<file path="config.mk">
export PLATFORM = sky130hd
export DESIGN_NAME = seg7_scan_driver_flat
export DESIGN_NICKNAME = d
export VERILOG_FILES = /design/src/rtl/seg7_scan_driver_if.sv /design/src/rtl/seg7_scan_driver.sv /design/src/flat_wrapper.sv
export SDC_FILE = /design/constraint.sdc
export NUM_CORES = 1
export LEC_CHECK = 0
export ABC_AREA = 1
export CAP_MARGIN = 10
export CORE_ASPECT_RATIO = 2
export CORE_UTILIZATION = 51
export CTS_BUF_LIST = sky130_fd_sc_hd__clkbuf_4
export CTS_CLUSTER_DIAMETER = 150
export DETAILED_ROUTE_END_ITERATION = 12
export MAX_ROUTING_LAYER = met4
export PLACE_DENSITY = 0.79
export SLEW_MARGIN = 15
export SYNTH_ARGS = -nofsm -noshare
export SYNTH_HDL_FRONTEND = slang
export SYNTH_SLANG_ARGS = --single-unit
</file>
<file path="constraint.sdc">
create_clock -name clk -period 2.58 [get_ports clk]
set_input_delay 0.258 -clock clk [delete_from_list [all_inputs] [get_ports clk]]
set_output_delay 0.258 -clock clk [all_outputs]
set_load 0.02 [all_outputs]
</file>
<file path="src/rtl/seg7_scan_driver_if.sv">
// Display-side bundle for the 8-digit seven-segment scan driver.
// The producer (LED-data selector) is the master: it supplies the word, the
// decimal-point mask and the blanking mode, and observes the scan outputs.
interface seg7_scan_driver_if;
    logic [31:0] data_in;
    logic [7:0]  dp_mask;
    logic        blank_lz;
    logic [7:0]  an;
    logic [6:0]  seg;
    logic        dp;
    logic        frame_start;

    modport master (
        output data_in,
        output dp_mask,
        output blank_lz,
        input  an,
        input  seg,
        input  dp,
        input  frame_start
    );

    modport slave (
        input  data_in,
        input  dp_mask,
        input  blank_lz,
        output an,
        output seg,
        output dp,
        output frame_start
    );
endinterface

</file>
<file path="src/rtl/seg7_scan_driver.sv">
// Time-multiplexed driver for an 8-digit common-anode seven-segment display.
// Each digit owns REFRESH_DIV clock cycles; the first GAP cycles of a slot
// keep every anode off so the previous digit's segments cannot ghost.
// The word is copied into a shadow register once per frame (at the end of
// digit 7), so a value changing during the scan never shows torn digits.
// All display outputs are registered and lag the scan state by one cycle.
module seg7_scan_driver #(
    parameter int REFRESH_DIV = 100000,
    parameter int GAP         = 2
) (
    input  logic                 clk,
    input  logic                 rst,
    seg7_scan_driver_if.slave    bus
);

    localparam int CNT_W = (REFRESH_DIV > 2) ? $clog2(REFRESH_DIV) : 1;
    localparam logic [CNT_W-1:0] CNT_MAX = CNT_W'(REFRESH_DIV - 1);
    localparam logic [CNT_W-1:0] GAP_C   = CNT_W'(GAP);

    // Scan state
    logic [CNT_W-1:0] cnt_reg,  cnt_next;
    logic [2:0]       idx_reg,  idx_next;
    logic [31:0]      shadow_data_reg, shadow_data_next;
    logic [7:0]       shadow_dp_reg,   shadow_dp_next;

    // Registered display outputs
    logic [7:0]       an_reg,   an_next;
    logic [6:0]       seg_reg,  seg_next;
    logic             dp_reg,   dp_next;
    logic             frame_start_reg, frame_start_next;

    logic             tick;
    logic             frame_latch;
    logic [7:0]       digit_blank;
    logic [3:0]       nibble_cur;

    assign tick        = (cnt_reg == CNT_MAX);
    assign frame_latch = tick && (idx_reg == 3'd7);

    // Digit 0 always shows something, even a lone zero.
    assign digit_blank[0] = 1'b0;

    // Digit k is a leading zero when every nibble from k upward is zero.
    generate
        for (genvar gi = 1; gi < 8; gi++) begin : g_lz
            assign digit_blank[gi] = bus.blank_lz &&
                                     (shadow_data_reg[31:4*gi] == '0);
        end
    endgenerate

    assign nibble_cur = shadow_data_reg[{idx_reg, 2'b00} +: 4];

    // Prescaler, digit index and once-per-frame shadow capture.
    always_comb begin
        cnt_next         = cnt_reg + 1'b1;
        idx_next         = idx_reg;
        shadow_data_next = shadow_data_reg;
        shadow_dp_next   = shadow_dp_reg;
        frame_start_next = 1'b0;
        if (tick) begin
            cnt_next = '0;
            idx_next = idx_reg + 3'd1;
        end
        if (frame_latch) begin
            shadow_data_next = bus.data_in;
            shadow_dp_next   = bus.dp_mask;
            frame_start_next = 1'b1;
        end
    end

    // Anode select: off during the anti-ghosting gap and for blanked digits.
    always_comb begin
        an_next = 8'hFF;
        if (!(cnt_reg < GAP_C) && !digit_blank[idx_reg]) begin
            an_next = ~(8'd1 << idx_reg);
        end
    end

    // Hex nibble to active-low cathodes {g,f,e,d,c,b,a}.
    always_comb begin
        seg_next = 7'h7F;
        case (nibble_cur)
            4'h0: seg_next = 7'b1000000;
            4'h1: seg_next = 7'b1111001;
            4'h2: seg_next = 7'b0100100;
            4'h3: seg_next = 7'b0110000;
            4'h4: seg_next = 7'b0011001;
            4'h5: seg_next = 7'b0010010;
            4'h6: seg_next = 7'b0000010;
            4'h7: seg_next = 7'b1111000;
            4'h8: seg_next = 7'b0000000;
            4'h9: seg_next = 7'b0010000;
            4'hA: seg_next = 7'b0001000;
            4'hB: seg_next = 7'b0000011;
            4'hC: seg_next = 7'b1000110;
            4'hD: seg_next = 7'b0100001;
            4'hE: seg_next = 7'b0000110;
            4'hF: seg_next = 7'b0001110;
            default: seg_next = 7'h7F;
        endcase
        dp_next = ~shadow_dp_reg[idx_reg];
    end

    // State and output registers; reset darkens the display immediately.
    always_ff @(posedge clk or negedge rst) begin
        if (!rst) begin
            cnt_reg         <= '0;
            idx_reg         <= 3'd0;
            shadow_data_reg <= 32'd0;
            shadow_dp_reg   <= 8'd0;
            an_reg          <= 8'hFF;
            seg_reg         <= 7'h7F;
            dp_reg          <= 1'b1;
            frame_start_reg <= 1'b0;
        end else begin
            cnt_reg         <= cnt_next;
            idx_reg         <= idx_next;
            shadow_data_reg <= shadow_data_next;
            shadow_dp_reg   <= shadow_dp_next;
            an_reg          <= an_next;
            seg_reg         <= seg_next;
            dp_reg          <= dp_next;
            frame_start_reg <= frame_start_next;
        end
    end

    assign bus.an          = an_reg;
    assign bus.seg         = seg_reg;
    assign bus.dp          = dp_reg;
    assign bus.frame_start = frame_start_reg;

endmodule

</file>
<file path="src/flat_wrapper.sv">
// flat-port wrapper written by rule: the top's interface ports become plain ports
module seg7_scan_driver_flat 
#(
    parameter int REFRESH_DIV = 100000,
    parameter int GAP         = 2
)
  (clk, rst, bus_data_in, bus_dp_mask, bus_blank_lz, bus_an, bus_seg, bus_dp, bus_frame_start);
  seg7_scan_driver_if bus_i ();
  input  logic clk;
  input  logic rst;
  input wire logic [$bits(bus_i.data_in)-1:0] bus_data_in;
  input wire logic [$bits(bus_i.dp_mask)-1:0] bus_dp_mask;
  input wire logic [$bits(bus_i.blank_lz)-1:0] bus_blank_lz;
  output wire logic [$bits(bus_i.an)-1:0] bus_an;
  output wire logic [$bits(bus_i.seg)-1:0] bus_seg;
  output wire logic [$bits(bus_i.dp)-1:0] bus_dp;
  output wire logic [$bits(bus_i.frame_start)-1:0] bus_frame_start;
  assign bus_i.data_in = bus_data_in;
  assign bus_i.dp_mask = bus_dp_mask;
  assign bus_i.blank_lz = bus_blank_lz;
  assign bus_an = bus_i.an;
  assign bus_seg = bus_i.seg;
  assign bus_dp = bus_i.dp;
  assign bus_frame_start = bus_i.frame_start;
  seg7_scan_driver #(.REFRESH_DIV(REFRESH_DIV), .GAP(GAP)) u_core (.clk(clk), .rst(rst), .bus(bus_i));
endmodule
</file>
; ---- Word-level counts from Yosys, hierarchy flattened
; Memory sizes are Yosys's and may differ from the RTL's. A register that Yosys moved wholly into a read port is not among the register bits.
; Cells that the tools add are included.
[totals]
regBits = 70
romBits = 112
in_bits = 43
output_inout_bits = 17
wordCells = 44
memories = 1
[classes]
add_sub_neg = 2
n_lt_le_gt_ge = 2
eq_ne = 2
shifts = 2
n_mux = 7
bitwise = 2
reduce_logical = 19
[memory_table]
columns = memory, depth, word_bits, rd, rd_clocked_by_memory_dff, write_ports, line
row1 = (no name shown), 16, 7, 1, 1, 0, seg7_scan_driver.sv:82  ; case (nibble_cur)
[ops]
columns = op, n
row1 = variable part select 32 x 6 -> 4 bit, 1
row2 = zero test 28 bit, 1
row3 = zero test 24 bit, 1
row4 = zero test 20 bit, 1
row5 = "adder 17 x 1 -> 17 bit, second input constant", 1
row6 = "equality test 17 bit, second input constant", 1
row7 = "less-than comparator 17 x 2 -> 1 bit, second input constant", 1
row8 = 2-to-1 mux 17 bit, 1
row9 = zero test 16 bit, 1
row10 = zero test 12 bit, 1
row11 = logical AND 1 bit, 9
row12 = zero test 8 bit, 1
row13 = 2-to-1 mux 8 bit, 1
row14 = inverter 8 bit, 1
row15 = "left shift 1 x 3 -> 8 bit, first input constant", 1
row16 = binary-select mux 1 bit (select 3 bit), 2
row17 = zero test 4 bit, 1
row18 = "less-than comparator 3 x 4 -> 1 bit, second input constant", 1
row19 = "adder 3 x 1 -> 3 bit, second input constant", 1
row20 = "equality test 3 bit, second input constant", 1
row21 = zero test 1 bit, 3
row22 = 2-to-1 mux 1 bit, 3
row23 = inverter 1 bit, 1

; ---- Depth between registers and ports, before layout
; Gate-level depths: netlist of the first run.
[depth]
word_depth = 7
ltp_mapped = 12
depth_no_buf = 11

; ---- Worst setup path before layout of the first run
; Ideal clock, no wire load.
[synth_path]
path_type = reg2reg
from = register u_core.idx_reg[1]
to = register u_core.seg_reg[5], in the netlist u_core.bus.seg[5]
setup_time_ps = 76
t_arrival_ps = 1710
required_time_ps = 2504
path_slack_ps = 794
stages_incl_launch_ff = 13
path_buffers = 1
synth_period_minus_slack_ps = 1786
cell_sequence = dfrtp_1 inv_1 clkbuf_1 nand2_1 nand3_1 nand3_1 nand2_1 inv_1 ha_1 nand3_1 nand2_1 nand2_1 nand2_1
[synth_between]
elab_chain_len = 1
[synth_lines]
columns = element, line
row1 = "start, declared", seg7_scan_driver.sv:22  ; logic [2:0] idx_reg, idx_next;
row2 = "start signal, assigned", seg7_scan_driver.sv:117  ; idx_reg <= idx_next;
row3 = variable part select 32 x 6 -> 4 bit, seg7_scan_driver.sv:51  ; assign nibble_cur = shadow_data_reg[{idx_reg, 2'b00} +: 4];
row4 = "end, declared", seg7_scan_driver.sv:28  ; logic [6:0] seg_reg, seg_next;
; No other way between the ends.
; A chain may end at the register's enable or synchronous reset.

; ---- Worst setup path after layout of the first run
[layout_path]
from = register u_core.idx_reg[1]
to = register u_core.seg_reg[6], in the netlist u_core.bus.seg[6]
; The elaborated chain is that of the path after synthesis.

==> flow_summary.toml, run 1 <==
[critical_path]
worst-setup-path-type = "reg -> reg"
rr_worst_depth = 11
start_kind = "flop"
rrSetupSlack_ps = 380
r2r_start = "u_core.idx_reg[1]$_DFFE_PN0N_"
cp_data_required_time_ps = 2960
worstPathArrival_ps = 2570
crit_fanout = 16
r2r_end = "u_core.bus.seg[6]$_DFF_PN1_"
crit_path_end_kind = "flop"

[die]
die_w_um = 65.3
num_io_pins = 60
coreArea_sq_um = 7660
die_y_um = 129
rows = 45
initial_core_util = 0.533
die_area_sq_um = 8390

[sta]
finalCritPeriodShare = 0.851
setup_viol = 0
rsz0062_at_grt = "false"
report.final.slew_viol_count = 0
fin_crit_ps = 2200
final_hold_viol_count = 0
tightest_slew_ps = 920
finalSetupTns_ps = 0
clock.fmax_mhz = 455
relSlewSlack = 0.386
finalClockSkew_ps = 15.7

[yosys]
synth_commonest_cells = "nand2_1 (221), inv_1 (63), dfrtp_1 (61), nand3_1 (55), nor2_1 (39)"
synth_top_area_cell = "dfrtp_1"
syn_area_per_cell_sq_um = 7.52
async_flop_share = 1.00
ys.flop_type = "dfrtp_1"
yosysMostFrequentCell = "nand2_1"
synthCells = 543
synth_edf_count = 0
syn-num-nets = 599
ys_ff_latch = 77
synthTopCellsByArea = "dfrtp_1 (37%), nand2_1 (20%), dfstp_2 (10%)"
ys_types = 29
synth_top_cell_area_share = 0.374
yosysWarnings = 0
netlist_area_sq_um = 4080
ys_seq_area_frac = 0.477

[final_layout]
utilization = 0.632
final_cells = 701
largest_reg_flops = 32
fin_nets = 658
layout-drive-gt1-share = 0.0693
syn_to_final_growth_pct = 18.4

[power]
power_mw = 1.90
netSwitchingFraction = 0.220
netSwitchingPower_uw = 419
p_per_area_nw_per_um2 = 393
vdd_drop_max_mv = 0.362
p_seq_frac = 0.635
combPwrFrac = 0.045
pwr-share-clk = 0.320
p_leak_nw = 2.47
intPower_mw = 1.48

[clock_network]
postCtsSetupBuffers = 0
cts.sinks = 77
cts_resized = 0
htree_num_levels = 3
worstSkewPairLatency_ps = 430
clockRootBuffer = "clkbuf_4"
cts_hold_buf = 1
cts_tree = "yes"
clk_path_buf_depth = 2
cts_made_buffers = 9
cts.clk_slew.worst_paths_ps = 120

[detailed_routing]
wl_per_cell_um = 12.9
routed_wl_um = 9030
drt_iter0_drc = 184
drt-vias-per-instance = 5.13
drc = 0
first_pass_iters = 4
num_vias = 3599
antenna_left = 0

[min_path]
holdPathEnd = "u_core.shadow_data_reg[18]$_DFFE_PN0P_"
min_from = "bus_data_in[18]"
hp-class = "in -> reg"
hold_depth = 3

[place]
portBuffers = 59
dp_cells = 684
place.gp.congestion = 0.880
hpwl_um = 6820

[run_status]
status = "completed"

[global_route]
grt_max_degree = 78
grt_pass1_vias = 3460
grt_pass1_wl_um = 15500
globalRouteOverflowTotal = 0
grtUsageTotal = 0.250
antenna_found_initial = 1

[flow_run]
maxCapViolCount = 0
final cells by class:
class / count / area (sq um)
fillers: 744 / 2820
well taps: 94 / 118
diodes: 1 / 2.50
flip-flops and latches: 77 / 1950
multi-input cells: 384 / 1790
clock buffers: 12 / 90.1
repair buffers: 64 / 628
clock inverters: 3 / 13.8
inverters: 66 / 249
kinds of logic (layout without fill, tap and decap cells):
kind of cell / count (synthesis) / after routing / share of synthesized area
buffers and inverters: 82 / 145 / 0.0855
DFF: 77 / 77 / 0.477
other: 0 / 1 / 0
AOI/OAI and AO/OA: 17 / 17 / 0.0236
xor gates and xnor gates: 10 / 10 / 0.0214
and+or+nand+nor: 344 / 344 / 0.353
adders and majority gates: 13 / 13 / 0.0398
power groups by stage:
stage,combinational [mW],clock (mW),sequential (mW)
final,0.0861,0.608,1.21
after global placement,0.0867,0,1.23
after detailed placement,0.0877,0,1.23
after floorplan,0.00000108,0,1.23
after CTS,0.0891,0.624,1.21
after global routing,0.0954,0.677,1.21
worst max-delay path, stage by stage (launching register included):
cell and delay, ps:
dfrtp_1 650, inv_1 340, nand2_1 150, nand3_1 70
nand3_1 100, nand2_1 170, inv_1 150, ha_1 180
nand3_1 140, nand2_1 110, nand2_1 50, nand2_1 60
worst max path at each step:
stage | depth (start not counted) | end | startpoint | slack, ps
2_1_floorplan | 12 | u_core.bus.seg[5]$_DFF_PN1_ | u_core.idx_reg[1]$_DFFE_PN0N_ | 790
5_1_grt | 11 | u_core.bus.seg[6]$_DFF_PN1_ | u_core.idx_reg[1]$_DFFE_PN0N_ | 130
3_3_place_gp | 11 | u_core.bus.seg[6]$_DFF_PN1_ | u_core.idx_reg[1]$_DFFE_PN0N_ | 470
3_5_place_dp | 11 | u_core.bus.seg[6]$_DFF_PN1_ | u_core.idx_reg[1]$_DFFE_PN0N_ | 400
6_report | 11 | u_core.bus.seg[6]$_DFF_PN1_ | u_core.idx_reg[1]$_DFFE_PN0N_ | 380
4_1_cts | 11 | u_core.bus.seg[6]$_DFF_PN1_ | u_core.idx_reg[1]$_DFFE_PN0N_ | 390
layout by cell type (no fill, tap or decap), types with 9 or more instances in the layout:
| master | synthesis | final |
|---|---|---|
| clkdlybuf4s50_1 | 0 | 58 |
| inv_1 | 63 | 63 |
| nand3_1 | 55 | 55 |
| dfstp_2 | 16 | 16 |
| clkbuf_4 | 0 | 12 |
| o21ai_0 | 9 | 9 |
| ha_1 | 13 | 13 |
| nand2_1 | 221 | 221 |
| dfrtp_1 | 61 | 61 |
| xor2_1 | 9 | 9 |
| nor3_1 | 9 | 9 |
| nor2_1 | 39 | 39 |
routing by layer:
metal	vias up	share of wire	global-route usage
li1	1804	-	-
met4	0	0.028	0.121
met2	80	0.56	0.438
met5	-	0	-
met1	1694	0.38	0.263
met3	21	0.029	0.0452
metrics by stage:
step	setup WS, ps	hold WS, ps	cell area, sq um
after global placement	473	446	4720
after floorplan	794	-37.6	4080
after global routing	135	338	4840
after detailed placement	403	452	4720
final	385	356	4840
after CTS	394	336	4830
Power figures use the tool's default switching activity.
==> run 2: changes to the inputs <==
Settings changed: CORE_UTILIZATION 51 to 26, PLACE_DENSITY 0.79 to 0.47.
==> flow_summary.toml, run 2 (synthesis results as in run 1) <==
[sta]
report.final.slew_viol_count = 0
tightest_slew_ps = 957
hold_ws_ps = 337
rsz0062_at_grt = "false"
finalClockSkew_ps = 20.2
finalSetupTns_ps = 0
fin_crit_ps = 2090
final_hold_viol_count = 0
finalCritPeriodShare = 0.812
relSlewSlack = 0.362
fin_ws_ps = 485
clock.fmax_mhz = 477
setup_viol = 0

[final_layout]
layout_common_cells = "nand2_1 (221), inv_1 (63), dfrtp_1 (61), clkdlybuf4s50_1 (58), nand3_1 (55)"
fin_nets = 659
syn_to_final_growth_pct = 22.7
largest_reg_flops = 32
finalInstanceArea_sq_um = 5010
layout-drive-gt1-share = 0.0724
utilization = 0.328
num-fill-cells = 1686
final_common_cell = "nand2_1"
final_cells = 807

[place]
placed_area_sq_um = 4860
hpwl_um = 7990
place.gp.congestion = 0.861
portBuffers = 59
dp_cells = 789
post-place-ws_ps = 510

[clock_network]
postCtsSetupBuffers = 0
cts.sinks = 77
cts_made_buffers = 9
worstSkewPairLatency_ps = 440
cts_resized = 0
htree_num_levels = 3
clockRootBuffer = "clkbuf_4"
cts.clk_slew.worst_paths_ps = 140
clk_path_buf_depth = 2
cts_tree = "yes"

[min_path]
hold_depth = 3
hp-class = "in -> reg"

[critical_path]
cp_data_required_time_ps = 2970
rrSetupSlack_ps = 490
crit_fanout = 16
start_kind = "flop"
crit_path_end_kind = "flop"
worstPathArrival_ps = 2480
crit_path_end = "u_core.bus.seg[1]$_DFF_PN1_"
rr_worst_depth = 8
r2r_end = "u_core.bus.seg[1]$_DFF_PN1_"
crit_start = "u_core.idx_reg[0]$_DFFE_PN0N_"
r2r_start = "u_core.idx_reg[0]$_DFFE_PN0N_"
worst-setup-path-type = "reg -> reg"

[global_route]
antenna_found_initial = 1
grt_pass1_vias = 3643
grt_pass1_wl_um = 17600
grt_max_degree = 78
grtUsageTotal = 0.145
globalRouteOverflowTotal = 0

[detailed_routing]
antenna_left = 0
wl_per_cell_um = 13.3
first_pass_iters = 5
num_vias = 3540
drt_iter0_drc = 158
drt-vias-per-instance = 4.39
drc = 0
routed_wl_um = 10700

[run_status]
status = "completed"

[power]
p_per_area_nw_per_um2 = 410
vdd_drop_max_mv = 0.200
p_leak_nw = 2.48
power_mw = 2.06

[die]
coreArea_sq_um = 15300
num_io_pins = 60
die_y_um = 179
die_w_um = 90.6
die_area_sq_um = 16200
initial_core_util = 0.267
rows = 64

[flow_run]
maxCapViolCount = 0
## run 2: changes by cell type in the layout (fill, tap and decap cells not counted)
cell | before | now
bufinv_16 | 0 | 1
clkinv_2 | 3 | 1
inv_6 | 0 | 1
clkinv_4 | 0 | 2
buf_4 | 5 | 6
clkinvlp_4 | 0 | 2
clkbuf_4 | 12 | 9
## run 2: layout make-up
cell class | instances | area [sq um] | share of cell area
antenna | 1 | 2.50 | 0.000499
clock buffer | 9 | 67.6 | 0.0135
inverter | 66 | 249 | 0.0497
timing repair buffer | 65 | 636 | 0.127
tap | 198 | 248 | 0.0494
clock inverter | 7 | 75.1 | 0.0150
sequential | 77 | 1950 | 0.388
multi-input combinational | 384 | 1790 | 0.357
## run 2: critical path, cell delays in order (launching register included)
cell and delay (ps):
dfrtp_1 410, inv_1 420, nand2_1 110, nand3_1 170, nand3_1 240, nand2_1 320, inv_1 160, nand3_1 110
nand2_1 100
## run 2: where the power goes
group / internal [mW] / switching, mW / leakage [nW] / total [mW]
Combinational: 0.0558 / 0.0339 / 1.62 / 0.0897
Clock: 0.298 / 0.460 / 0.0702 / 0.758
Sequential: 1.21 / 0 / 0.796 / 1.21
Total: 1.56 / 0.494 / 2.48 / 2.06
## run 2: routing by layer
metal  GRT usage  up-vias  wire, um
met4      0.0833        0       405
met2       0.272       75      5910
met1       0.142     1646      4110
met3      0.0174       26       297
li1            -     1793         -
met5           -        -         0
## run 2: what timing repair did
| action | in CTS | in global routing |
|---|---|---|
| hold buffers | 1 | 0 |
| endpoints found under the hold margin | 33 | 0 |
| endpoints found under the setup margin | 0 | 0 |
## run 2: worst min-delay path by stage
stage                                            from                                      to  slack [ps]
after global placement    u_core.cnt_reg[0]$_DFF_PN0_             u_core.cnt_reg[0]$_DFF_PN0_         450
after floorplan                                   rst        u_core.bus.frame_start$_DFF_PN0_         -40
after global routing                   bus_dp_mask[0]     u_core.shadow_dp_reg[0]$_DFFE_PN0P_         330
final                                  bus_dp_mask[5]     u_core.shadow_dp_reg[5]$_DFFE_PN0P_         340
after detailed placement  u_core.cnt_reg[0]$_DFF_PN0_             u_core.cnt_reg[0]$_DFF_PN0_         460
after CTS                             bus_data_in[30]  u_core.shadow_data_reg[30]$_DFFE_PN0P_         310
==> run 3: changes to the inputs <==
Clock period 2.58 ns to 2.1 ns, I/O delays scaled along.
==> flow_summary.toml, run 3 (synthesis results as in run 1) <==
[clock_network]
cts.sinks = 77
clk_path_buf_depth = 2
clockRootBuffer = "clkbuf_4"
htree_num_levels = 3
cts.clk_slew.worst_paths_ps = 130
cts_tree = "yes"
cts_made_buffers = 9
postCtsSetupBuffers = 0
worstSkewPairLatency_ps = 450

[sta]
rsz0062_at_grt = "false"
clock.fmax_mhz = 534
setup_viol = 0
report.final.slew_viol_count = 0
fin_ws_ps = 227
fin_crit_ps = 1870
finalClockSkew_ps = 23.6
tightest_slew_ps = 534
finalSetupTns_ps = 0
hold_ws_ps = 267
finalCritPeriodShare = 0.892
relSlewSlack = 0.644
final_hold_viol_count = 0

[global_route]
grt_use_met2 = 0.272
grt_pass1_vias = 3727
globalRouteOverflowTotal = 0
busiest_layer = "met2"
globalRouteMet3Util = 0.0242
gr-usage-met1 = 0.154
grtUsageTotal = 0.148
grt_max_degree = 41
antenna_found_initial = 1
grt_pass1_wl_um = 18200

[final_layout]
syn_to_final_growth_pct = 25.4
layout-drive-gt1-share = 0.0814
final_common_cell = "nand2_1"
largest_reg_flops = 32
fin_nets = 666
layout_common_cells = "nand2_1 (220), inv_1 (63), dfrtp_1 (61), clkdlybuf4s50_1 (58), nand3_1 (55)"

[critical_path]
crit_fanout = 40
crit_path_end_kind = "flop"
crit_path_top_delay_cell = "dfrtp_1"
worstPathArrival_ps = 2210
worst-setup-path-type = "reg -> reg"
start_kind = "flop"
critPathBufInv = 1
crit_family = "simple AND/OR/NAND/NOR gates"
cp_data_required_time_ps = 2430
timing.critical_path.mode_cell = "nand2_1"
slowest_delay_ps = 390
crit_chain = "ha_1 > nand2_1 > nor2_2 > nand2_2 > nor2_8 > nand2_4 > buf_4 > nand2_1 > nand2_1"

[detailed_routing]
num_vias = 3552
routed_wl_um = 10600
wl_per_cell_um = 13.0
drt_iter0_drc = 169
antenna_left = 0
drt-vias-per-instance = 4.37
first_pass_iters = 5
drc = 0

[place]
place.gp.congestion = 0.878
hpwl_um = 8210
portBuffers = 59
post-place-ws_ps = 182

[min_path]
hp-class = "in -> async"

[power]
p_per_area_nw_per_um2 = 530
netSwitchingFraction = 0.210
p_seq_frac = 0.547
vdd_drop_max_mv = 0.257
pwr-share-clk = 0.410
combPwrFrac = 0.043
netSwitchingPower_uw = 569
power_mw = 2.71
p_leak_nw = 2.54
intPower_mw = 2.14

[die]
die_area_sq_um = 16200
rows = 64
die_w_um = 90.6
die_y_um = 179
coreArea_sq_um = 15300
num_io_pins = 60
initial_core_util = 0.267

[flow_run]
maxCapViolCount = 0

[run_status]
status = "completed"
==> run 3: changes by cell type in the layout (fill, tap and decap cells not counted), sizes merged <==
cell,delta
buf,+7
bufinv,+2
clkinvlp,-2
inv,-1
==> run 3: area by class of cell <==
cell class	instances	area [sq um]
well taps	198	248
diodes	1	2.50
multi-input cells	384	1790
clock inverters	6	103
flip-flops and latches	77	1950
fillers	1686	10200
clock buffers	9	67.6
repair buffers	72	713
inverters	66	249
==> run 3: path summary, 6_finish.rpt <==
kind | from | end | slack (ps) | cells after the start
worst max-delay path | u_core.cnt_reg[1]$_DFF_PN0_ | u_core.shadow_data_reg[28]$_DFFE_PN0P_ | 230 | 9
max in group asynchronous | rst | u_core.bus.an[4]$_DFF_PN1_ | 1160 | 3
worst min register to register | u_core.cnt_reg[0]$_DFF_PN0_ | u_core.cnt_reg[0]$_DFF_PN0_ | 470 | 1
worst min-delay path | rst | u_core.cnt_reg[7]$_DFF_PN0_ | 270 | 2
worst max register to register | u_core.cnt_reg[1]$_DFF_PN0_ | u_core.shadow_data_reg[28]$_DFFE_PN0P_ | 230 | 9
min in group clk | bus_data_in[8] | u_core.shadow_data_reg[8]$_DFFE_PN0P_ | 290 | 3
==> run 3: metal layers <==
layer / wire (um) / vias to the layer above
met5: 0 / -
met4: 256 / 0
met3: 290 / 18
met2: 5890 / 63
met1: 4150 / 1658
li1: - / 1813
==> run 3: timing repair <==
item                                   in CTS  in global routing
hold buffers                                1                  0
endpoints found under the hold margin      37                  0
setup endpoints to repair                   0                 28
resized for setup                           0                  1
==> run 3: power by group through the flow <==
stage | sequential, mW | combinational, mW | clock (mW)
3_3_place_gp | 1.51 | 0.119 | 0
6_report | 1.48 | 0.116 | 1.11
3_5_place_dp | 1.51 | 0.120 | 0
2_1_floorplan | 1.51 | 0.00000101 | 0
5_1_grt | 1.48 | 0.128 | 1.21
4_1_cts | 1.48 | 0.122 | 1.16
==> run 3: through the flow <==
step	std cells	area, sq um	util
final	813	5120	0.335
after floorplan	543	4080	-
after detailed placement	796	4930	0.323
after CTS	812	5110	0.334
after global placement	796	4930	0.323
after global routing	813	5120	0.335
